--- src/rtl/shared_pkg.sv ---
// rtl/shared_pkg.sv - shared UART parameters and TX feeder state type
package shared_pkg;

  // Byte width shared by the UART TX path
  localparam int DATA_WIDTH = 8;

  // Default depth of the TX feeder buffer (power of two, >= 2)
  localparam int TXF_DEPTH = 8;

  // TX feeder launch sequencer states
  typedef enum logic [1:0] {
    TXF_IDLE  = 2'd0,
    TXF_START = 2'd1,
    TXF_WAIT  = 2'd2
  } txf_state_e;

endpackage

--- src/rtl/sync_fifo.sv ---
// rtl/sync_fifo.sv - synchronous FIFO with level counter, full/empty and guarded push/pop
module sync_fifo #(
  parameter int WIDTH = 8,
  parameter int DEPTH = 8,
  parameter int LVL_W = $clog2(DEPTH + 1)
) (
  input  logic             clk,
  input  logic             rst_n,
  input  logic             push,
  input  logic [WIDTH-1:0] push_data,
  input  logic             pop,
  output logic [WIDTH-1:0] head_data,
  output logic [LVL_W-1:0] level,
  output logic             full,
  output logic             empty
);

  // DEPTH is a power of two, so the pointers wrap naturally at DEPTH
  localparam int PTR_W = (DEPTH > 1) ? $clog2(DEPTH) : 1;
  localparam logic [LVL_W-1:0] LVL_MAX = LVL_W'(DEPTH);

  logic [WIDTH-1:0] mem_q [DEPTH];
  logic [PTR_W-1:0] wr_ptr_q, wr_ptr_d;
  logic [PTR_W-1:0] rd_ptr_q, rd_ptr_d;
  logic [LVL_W-1:0] level_q, level_d;
  logic             push_ok;
  logic             pop_ok;

  // Flags come straight from the level register so they can never disagree
  assign full      = (level_q == LVL_MAX);
  assign empty     = (level_q == '0);
  assign level     = level_q;
  assign head_data = mem_q[rd_ptr_q];

  // A push into a full FIFO and a pop from an empty one are both ignored
  assign push_ok = push && !full;
  assign pop_ok  = pop && !empty;

  // Next pointer and level values; push+pop together leaves level unchanged
  always_comb begin
    wr_ptr_d = wr_ptr_q;
    rd_ptr_d = rd_ptr_q;
    level_d  = level_q;
    if (push_ok) begin
      wr_ptr_d = wr_ptr_q + PTR_W'(1);
    end
    if (pop_ok) begin
      rd_ptr_d = rd_ptr_q + PTR_W'(1);
    end
    case ({push_ok, pop_ok})
      2'b10:   level_d = level_q + LVL_W'(1);
      2'b01:   level_d = level_q - LVL_W'(1);
      default: level_d = level_q;
    endcase
  end

  // Pointer and level registers
  always_ff @(posedge clk or negedge rst_n) begin
    if (!rst_n) begin
      wr_ptr_q <= '0;
      rd_ptr_q <= '0;
      level_q  <= '0;
    end else begin
      wr_ptr_q <= wr_ptr_d;
      rd_ptr_q <= rd_ptr_d;
      level_q  <= level_d;
    end
  end

  // Storage array; contents are only meaningful below the level, so no reset
  always_ff @(posedge clk) begin
    if (push_ok) begin
      mem_q[wr_ptr_q] <= push_data;
    end
  end

endmodule

--- src/rtl/uart_tx_feeder.sv ---
// rtl/uart_tx_feeder.sv - buffers APB-written bytes and launches them one at a time into the UART TX
module uart_tx_feeder #(
  parameter int DATA_WIDTH = shared_pkg::DATA_WIDTH,
  parameter int FIFO_DEPTH = shared_pkg::TXF_DEPTH,
  parameter int LVL_W      = $clog2(FIFO_DEPTH + 1)
) (
  input  logic                  clk,
  input  logic                  rst_n,
  input  logic                  wr_en,
  input  logic [DATA_WIDTH-1:0] wr_data,
  input  logic                  ovf_clr,
  input  logic                  tx_done,
  output logic                  tx_start,
  output logic [DATA_WIDTH-1:0] tx_data,
  output logic                  full,
  output logic                  empty,
  output logic [LVL_W-1:0]      level,
  output logic                  busy,
  output logic                  overflow
);

  import shared_pkg::*;

  txf_state_e            state_q;
  logic                  tx_start_q;
  logic [DATA_WIDTH-1:0] tx_data_q;
  logic                  busy_q;
  logic                  overflow_q, overflow_d;

  logic [DATA_WIDTH-1:0] fifo_head;
  logic                  fifo_full;
  logic                  fifo_empty;
  logic                  fifo_pop;
  logic                  wr_drop;

  // The head byte is consumed exactly on the edge the sequencer leaves IDLE
  assign fifo_pop = (state_q == TXF_IDLE) && !fifo_empty;

  // Full is judged on the registered level, so a same-cycle pop cannot rescue a write
  assign wr_drop = wr_en && fifo_full;

  sync_fifo #(
    .WIDTH (DATA_WIDTH),
    .DEPTH (FIFO_DEPTH),
    .LVL_W (LVL_W)
  ) u_fifo (
    .clk       (clk),
    .rst_n     (rst_n),
    .push      (wr_en),
    .push_data (wr_data),
    .pop       (fifo_pop),
    .head_data (fifo_head),
    .level     (level),
    .full      (fifo_full),
    .empty     (fifo_empty)
  );

  // Launch sequencer: pop and pulse tx_start, then hold tx_data until the frame completes
  always_ff @(posedge clk or negedge rst_n) begin
    if (!rst_n) begin
      state_q    <= TXF_IDLE;
      tx_start_q <= 1'b0;
      tx_data_q  <= '0;
      busy_q     <= 1'b0;
    end else begin
      tx_start_q <= 1'b0;
      case (state_q)
        TXF_IDLE: begin
          if (!fifo_empty) begin
            tx_data_q  <= fifo_head;
            tx_start_q <= 1'b1;
            busy_q     <= 1'b1;
            state_q    <= TXF_START;
          end
        end
        TXF_START: begin
          state_q <= TXF_WAIT;
        end
        TXF_WAIT: begin
          if (tx_done) begin
            busy_q  <= 1'b0;
            state_q <= TXF_IDLE;
          end
        end
        default: begin
          busy_q  <= 1'b0;
          state_q <= TXF_IDLE;
        end
      endcase
    end
  end

  // Sticky overflow: a dropped write outranks a clear in the same cycle
  always_comb begin
    overflow_d = overflow_q;
    if (wr_drop) begin
      overflow_d = 1'b1;
    end else if (ovf_clr) begin
      overflow_d = 1'b0;
    end
  end

  // Overflow flag register
  always_ff @(posedge clk or negedge rst_n) begin
    if (!rst_n) begin
      overflow_q <= 1'b0;
    end else begin
      overflow_q <= overflow_d;
    end
  end

  assign tx_start = tx_start_q;
  assign tx_data  = tx_data_q;
  assign busy     = busy_q;
  assign overflow = overflow_q;
  assign full     = fifo_full;
  assign empty    = fifo_empty;

endmodule
--- config.mk ---
export PLATFORM = sky130hd
export DESIGN_NAME = uart_tx_feeder
export DESIGN_NICKNAME = d
export VERILOG_FILES = /design/src/rtl/shared_pkg.sv /design/src/rtl/sync_fifo.sv /design/src/rtl/uart_tx_feeder.sv
export SDC_FILE = /design/constraint.sdc
export NUM_CORES = 1
export LEC_CHECK = 0
export BUFFER_PORTS_ARGS = -buffer_cell sky130_fd_sc_hd__buf_2
export CELL_PAD_IN_SITES_DETAIL_PLACEMENT = 0
export CELL_PAD_IN_SITES_GLOBAL_PLACEMENT = 1
export CORE_MARGIN = 2
export CORE_UTILIZATION = 50
export DETAILED_ROUTE_END_ITERATION = 10
export PLACE_DENSITY_LB_ADDON = 0.1
export SLEW_MARGIN = 20
export SYNTH_ARGS = -nofsm -noshare
export SYNTH_HDL_FRONTEND = slang
export SYNTH_HIERARCHICAL = 1
export SYNTH_SLANG_ARGS = --single-unit
--- constraint.sdc ---
create_clock -name clk -period 3.9 [get_ports clk]
set_input_delay 0.195 -clock clk [delete_from_list [all_inputs] [get_ports clk]]
set_output_delay 0.195 -clock clk [all_outputs]
set_load 0.1 [all_outputs]
==> impl_results.md, run 1 <==
- Data arrival, critical path: roughly 3.3 ns
- Crit end category: flip-flop
- Rel. slew slack: 0.3180
- Crit path top cell by count: ha_1
- Hold Violations, Final: 0
- Non-Filler Instances: 329
- Final Skew: 0.01049 ns
- Highest clock rate: roughly 330 MHz
- Max Cap Violations: 0
- Routed vias: 1810
- First-pass iteration count of the detailed router: 4
- Core Box Area: 6907 sq um
- Io pins: 30
- Clk_lat worst skew: 0.35 ns
- Maximum number of pins on one net before global-route repair: 24
- Vias per cell: ~5.5
- Worst Path Buf+Inv: 1
- Period utilization: 0.7882
- Antenna-violating nets left: 0
- Residual DRC: 0
- Wirelength per Cell: 19.31 um
- Slew at the pin closest to its max-slew limit: roughly 1.0 ns
- DR iter-0 viols: 114
- Ant. Diodes: 0
- Dpl ws: between 0.8 and 0.9 ns
- IO buf count: 29
- Total CTS buffers: 9
- Final WL: 6.354 mm
- Final HPWL DP: 4.120 mm
- Yosys cell types: 33
- Final Setup Violations: 0
- Unrepaired setup endpoints after global routing: no
- Placed cell count: roughly 310
- Total placed instance area: 3869 sq um
- Final worst slack: 0.8262 ns
- Layout cell share with drive strength beyond 1: 0.3090
- Startpoint types: flip-flop
- Hold_buf cts: 1
- Seq/Total Area, Yosys: 0.6919
- Mapped Nets: roughly 210
- #FFs+latches synth: 87
- Syn_area_per_cell: between 15 and 20 sq um
- CP Depth: 9
- Layout Nets: 247
- Max clock buf depth: 2
- Die Height: 88.97 um
- Site row count: 30
- CP max stage delay: between 0.6 and 0.7 ns
- Post-CTS setup buffer count: 0
- Worst-path clk slew: 0.08 ns
- Area Overhead vs Synth: 13.34%
- Initial Util: 0.5226
- Min-delay worst type: in -> reg
- Mapped Area: roughly 3600 sq um
- Post-cts repair resize count: 0
- Critical path cell sequence: nor4_4 > nor3_4 > o41ai_2 > inv_1 > ha_1 > ha_1 > or4b_2 > o311ai_0 > o211ai_1
- Critical path peak fanout: 10
- WHS Path Cells: 2
- Post-route minimum period: 3.074 ns
- Initial antenna violation count: 0
- Final Instance Area: 4091 sq um
- Post-route setup TNS: 0 ns
- Die area: between 7000 and 8000 sq um
- Root buf cell: clkbuf_8
- Slowest-stage cell, CP: or4b_2
- Layout fillers: 556
- FF-to-FF path depth: 9
- DIE WIDTH: 88.97 um
- Global-route usage over all layers: 0.1790
- Routability cong.: around 0.81
- Synth Instances: about 190
- Clk sinks: 87
- YS warnings: 6
- Final Max Slew Viols: 0
- Grt ovf: 0
- CTS H-tree depth: 3
- Worst Path Class, Setup: reg -> reg
- CP delay by family, top: simple AND/OR/NAND/NOR gates
- Clock tree from TritonCTS: yes
- Global-route wire length before repair: 9.839 mm
- Vias in the first global route: 1862
- Outcome: finished clean
- Worst path required time: between 4 and 5 ns
==> sequential cells by signal, indices dropped and copies added (netlist names) <==
register / count
busy: 1
overflow: 1
state_q: 2
tx_data: 8
tx_start: 1
u_fifo/level: 4
u_fifo/mem_q: 64
u_fifo/rd_ptr_q: 3
u_fifo/wr_ptr_q: 3
==> final cells by class <==
cell class	instances	area, sq um	share of cell area
clock buffer	11	131.4	0.03211
inverter	9	33.78	0.008257
multi-input combinational	91	1062	0.2596
clock inverter	5	81.33	0.01988
timing repair buffer	30	155.1	0.03792
tap	96	120.1	0.02936
sequential	87	2507	0.6128
==> path summary, 6_finish.rpt <==
kind | from | to | slack, ns
max | u_fifo/level[0] | u_fifo/level[3] | 0.83
min | ovf_clr | overflow | 0.03
max reg2reg | u_fifo/level[0] | u_fifo/level[3] | 0.83
min reg2reg | tx_data[0] | tx_data[0] | 0.50
max in group asynchronous | rst_n | u_fifo/level[2] | 3.12
min in group asynchronous | rst_n | tx_data[3] | 0.37
==> stage by stage <==
step	utilization	hold WS [ns]
floorplan	-	-0.1006
global placement	0.5601	0.1978
detailed placement	0.5601	0.2164
CTS	0.5924	0.02596
global route	0.5924	0.03787
finish	0.5924	0.03305
==> cell families after synthesis <==
kind of cell             after synthesis  synth area share
XOR/XNOR                               6           0.01456
AND/OR/NAND/NOR                       33           0.05095
multiplexers                          36            0.1782
adder cells (fa/ha/maj)                6           0.02288
AO/OA/AOI/OAI                         10           0.01872
flip-flops                            87            0.6919
buffers and inverters                 15           0.02287
==> cell usage in the layout, fill, tap and decap left out, types with 2 or more instances in the layout <==
| master | n |
|---|---|
| nor2_1 | 7 |
| nand3_1 | 4 |
| nor3_2 | 2 |
| dfrtp_2 | 2 |
| o21ai_0 | 2 |
| nor3b_1 | 3 |
| dfrtp_4 | 2 |
| inv_1 | 9 |
| dfrtp_1 | 19 |
| mux2_2 | 18 |
| ha_1 | 5 |
| xnor2_1 | 5 |
| nand2b_1 | 2 |
| a21oi_1 | 3 |
| nand2_1 | 9 |
| mux4_1 | 16 |
| bufinv_16 | 2 |
| clkbuf_8 | 9 |
| mux2i_1 | 2 |
| buf_2 | 29 |
| edfxtp_1 | 64 |
| clkbuf_1 | 2 |
==> routing by layer <==
metal | vias up | track usage | part of all wire
met5 | - | 0 | 0
met4 | 0 | 0.05292 | 0.0083
met3 | 4 | 0.04524 | 0.038
met2 | 37 | 0.3026 | 0.52
met1 | 937 | 0.2325 | 0.44
li1 | 832 | - | -
==> worst reg2reg max path, stage by stage, from the launching register on <==
cell and delay [ns]:
dfrtp_2 0.47, nor4_4 0.08, nor3_4 0.46, o41ai_2 0.24, inv_1 0.14, ha_1 0.32, ha_1 0.34, or4b_2 0.65
o311ai_0 0.12, o211ai_1 0.13
==> synth_stat cells, drive strengths merged <==
cell type,instances,share of area
nor4,1,0.0017
o311ai,1,0.0024
clkbuf,1,0.0010
fa,1,0.0055
mux2,18,0.056
mux4,16,0.12
o211ai,1,0.0021
o21ai,2,0.0028
o22ai,1,0.0017
nand2,9,0.0094
buf,5,0.012
xnor2,5,0.012
edfxtp,64,0.53
dfrtp,23,0.16
nand2b,2,0.0035
nor3,4,0.0087
or4b,2,0.0066
nor3b,3,0.0062
nor2,7,0.0073
ha,5,0.017
a2111o,1,0.0031
xor2,1,0.0024
a21oi,3,0.0042
inv,9,0.0094
nand3,4,0.0055
nand3b,1,0.0021
mux2i,2,0.0055
o41ai,1,0.0024
Power of run 1 is not shown: default switching activity piles up to over one toggle a cycle in this logic, so the estimate is an artifact.
==> inputs of run 2 (changes only) <==
ABC_AREA = 1   (was default)
CORE_UTILIZATION = 42   (was 50)
clock period = 2.76 ns   (was 3.9 ns; I/O delays follow)
==> run 2 against run 1 <==
Via count up 38%. Sequential share of layout area down 5.0 points. First-iteration DRC count down 27%. Cell count up 71%. Sequential cell count unchanged. Synthesized area up 8.2%. Cell area up 9.1%. Global-route usage down 0.96 points. Synthesized cell count up 110%.
==> impl_results.md, run 2 <==
- Outcome: finished clean
- Site row count: 35
- Final Max Slew Viols: 0
- Max clock buf depth: 2
- Layout fillers: 877
- Area share of fa/ha/maj cells after synthesis: 0.02114
- Grt ovf: 0
- Initial Util: 0.4268
- DR iter-0 viols: 83
- Antenna-violating nets left: 0
- Seq/Total Area, Yosys: 0.6393
- YS warnings: 6
- CTS H-tree depth: 3
- Worst-path clk slew: around 0.090 ns
- CP max stage delay: 0.52 ns
- Data arrival, critical path: 2.50 ns
- #FFs+latches synth: 87
- Post-synth EDFFs: 64
- Residual DRC: 0
- Max Cap Violations: 0
- Slew at the pin closest to its max-slew limit: between 0.5 and 0.6 ns
- Synth Area in Compound Gates: 0.007687
- Io pins: 30
- Syn_area_per_cell: 9.574 sq um
- Crit end category: flip-flop
- Final Instance Area: 4464 sq um
- Placed cell count: approximately 550
- Largest family of logic cells by synthesized area: simple AND/OR/NAND/NOR gates
- DIE WIDTH: 100.4 um
- Layout Utilization: 0.4878
- Share of the synthesized area in the top cell type: 0.4920
- Yosys cell types: 21
- Layout cell share with drive strength beyond 1: 0.1726
- IO buf count: 29
- Hold Violations, Final: 0
- Simple logic cell fraction of the synthesized area: 0.2428
- First-pass iteration count of the detailed router: 4
- Worst path required time: 3.01 ns
- Die area: 10090 sq um
- Routed vias: 2494
- Initial antenna violation count: 0
- Clk sinks: between 80 and 90
- Synth cell count leaders: nand2_1, nor2_1, edfxtp_1
- Routability cong.: about 0.8
- Total placed instance area: about 4300 sq um
- Highest clock rate: 443.9 MHz
- Maximum number of pins on one net before global-route repair: 43
- Most frequent cell after synthesis: nand2_1
- Synth Instances: just over 400
- Ant. Diodes: 0
- Unrepaired setup endpoints after global routing: no
- Synth Flop Type: edfxtp_1
- Slowest-stage cell, CP: dfrtp_4
- Final Setup Violations: 0
- Most common cell after layout, fill and taps aside: nand2_1
- Mapped Nets: 427
- Vias in the first global route: 2430
- Mapped Area: just under 4000 sq um
- Xor/xnor share of the synthesized area: 0.01345
- Startpoint types: flip-flop
- Global-route wire length before repair: 12.47 mm
- Final Skew: between 0.009 and 0.01 ns
- Mux contribution to synthesized area: 0
- Clk_lat worst skew: 0.35 ns
- Post-cts repair resize count: 0
- Largest area contributor in the netlist: edfxtp_1
- Core Box Area: 9153 sq um
- Die Height: roughly 100 um
- Min-delay worst type: in -> reg
- Largest register by flop count: u_fifo/mem_q
- Non-Filler Instances: between 500 and 600
- Critical path peak fanout: 11
- Post-route minimum period: around 2.3 ns
- Most frequent cells in the layout: nand2_1, nor2_1, edfxtp_1
- Clock tree from TritonCTS: yes
- Rel. slew slack: 0.6517
- Vias per cell: ~4.4
- Wirelength per Cell: 13.63 um
- Ys async rst share: 0.2644
- Largest register FFs: 64
- Largest cells by area after synthesis: edfxtp_1, dfrtp_1, nand2_1
- Hold Worst Slack: 0.03385 ns
- Critical path cell sequence: nor2_4 > nand3_4 > clkinvlp_4 > inv_4 > nand2_2 > inv_4 > nand2_4 > inv_4 > ha_4 > ha_4 > or2_4 > nand2_1 > nand2_1 > nand3_1 > nand2_1
- Layout Nets: 466
- Worst Path Class, Setup: reg -> reg
- Final WL: 7.674 mm
- Total CTS buffers: 9
- Final HPWL DP: 4.931 mm
- Global-route usage over all layers: 0.1694
- Period utilization: 0.8162
- Area Overhead vs Synth: 14.29%
- Root buf cell: clkbuf_8
run 2: changes by cell type in the layout (fill, tap and decap cells not counted), moves of 4 or more:
cell	previous run	this run
nand3_1	4	11
mux2_2	18	0
buf_4	0	9
inv_1	9	45
inv_4	0	5
nor3_1	1	8
nand2_1	9	145
nor2_1	7	66
mux4_1	16	0
o21ai_0	2	6
run 2: logic make-up after synthesis:
family	after synthesis
flops	87
buf+inv	65
compound gates	6
xor+xnor	6
fa+ha+maj	6
simple gates	238
run 2: repair_timing:
item	4_1_cts	5_1_grt
setup buffers	0	0
hold buffers	2	0
endpoints found under the hold margin	24	0
run 2: path summary, 6_finish.rpt:
| check | startpoint | cells after the start | slack [ns] | to |
|---|---|---|---|---|
| setup / recovery | u_fifo/level[0] | 15 | 0.51 | u_fifo/level[3] |
| hold / removal | wr_en | 3 | 0.03 | overflow |
| setup reg to reg | u_fifo/level[0] | 15 | 0.51 | u_fifo/level[3] |
| hold reg to reg | tx_data[0] | 2 | 0.47 | tx_data[0] |
| max in group asynchronous | rst_n | 2 | 2.08 | u_fifo/level[3] |
| min in group asynchronous | rst_n | 2 | 0.29 | busy |
run 2: area by class of cell:
cell class                      instances  area (sq um)  share of cell area
Clock buffer                           10         137.6             0.03083
Timing Repair Buffer                   41         252.7             0.05661
Multi-Input combinational cell        256          1171              0.2623
Inverter                               52         209.0             0.04680
Sequential cell                        87          2514              0.5631
Clock inverter                          6         41.29            0.009249
Tap cell                              111         138.9             0.03111
run 2: worst max-delay path, delay by kind of cell (launching register included):
kind	cells	cell delay, ns
fa+ha+maj	2	0.39
buf+inv	4	0.25
flops	1	0.52
simple gates	9	0.99
run 2: stage by stage:
step	worst slack (ns)	TNS, ns
after detailed placement	0.4985	0
final	0.5072	0
after floorplan	-0.02256	-0.02256
after global routing	0.3726	0
after CTS	0.4800	0
after global placement	0.5517	0
run 2: per-layer routing:
metal  vias up  share of wire  global-route usage
met4         0          0.019             0.07060
li1       1344              -                   -
met3         9          0.022             0.04039
met5         -              0                   0
met2        28           0.47              0.2685
met1      1113           0.49              0.2247
Power of run 2 is left out for the same reason.
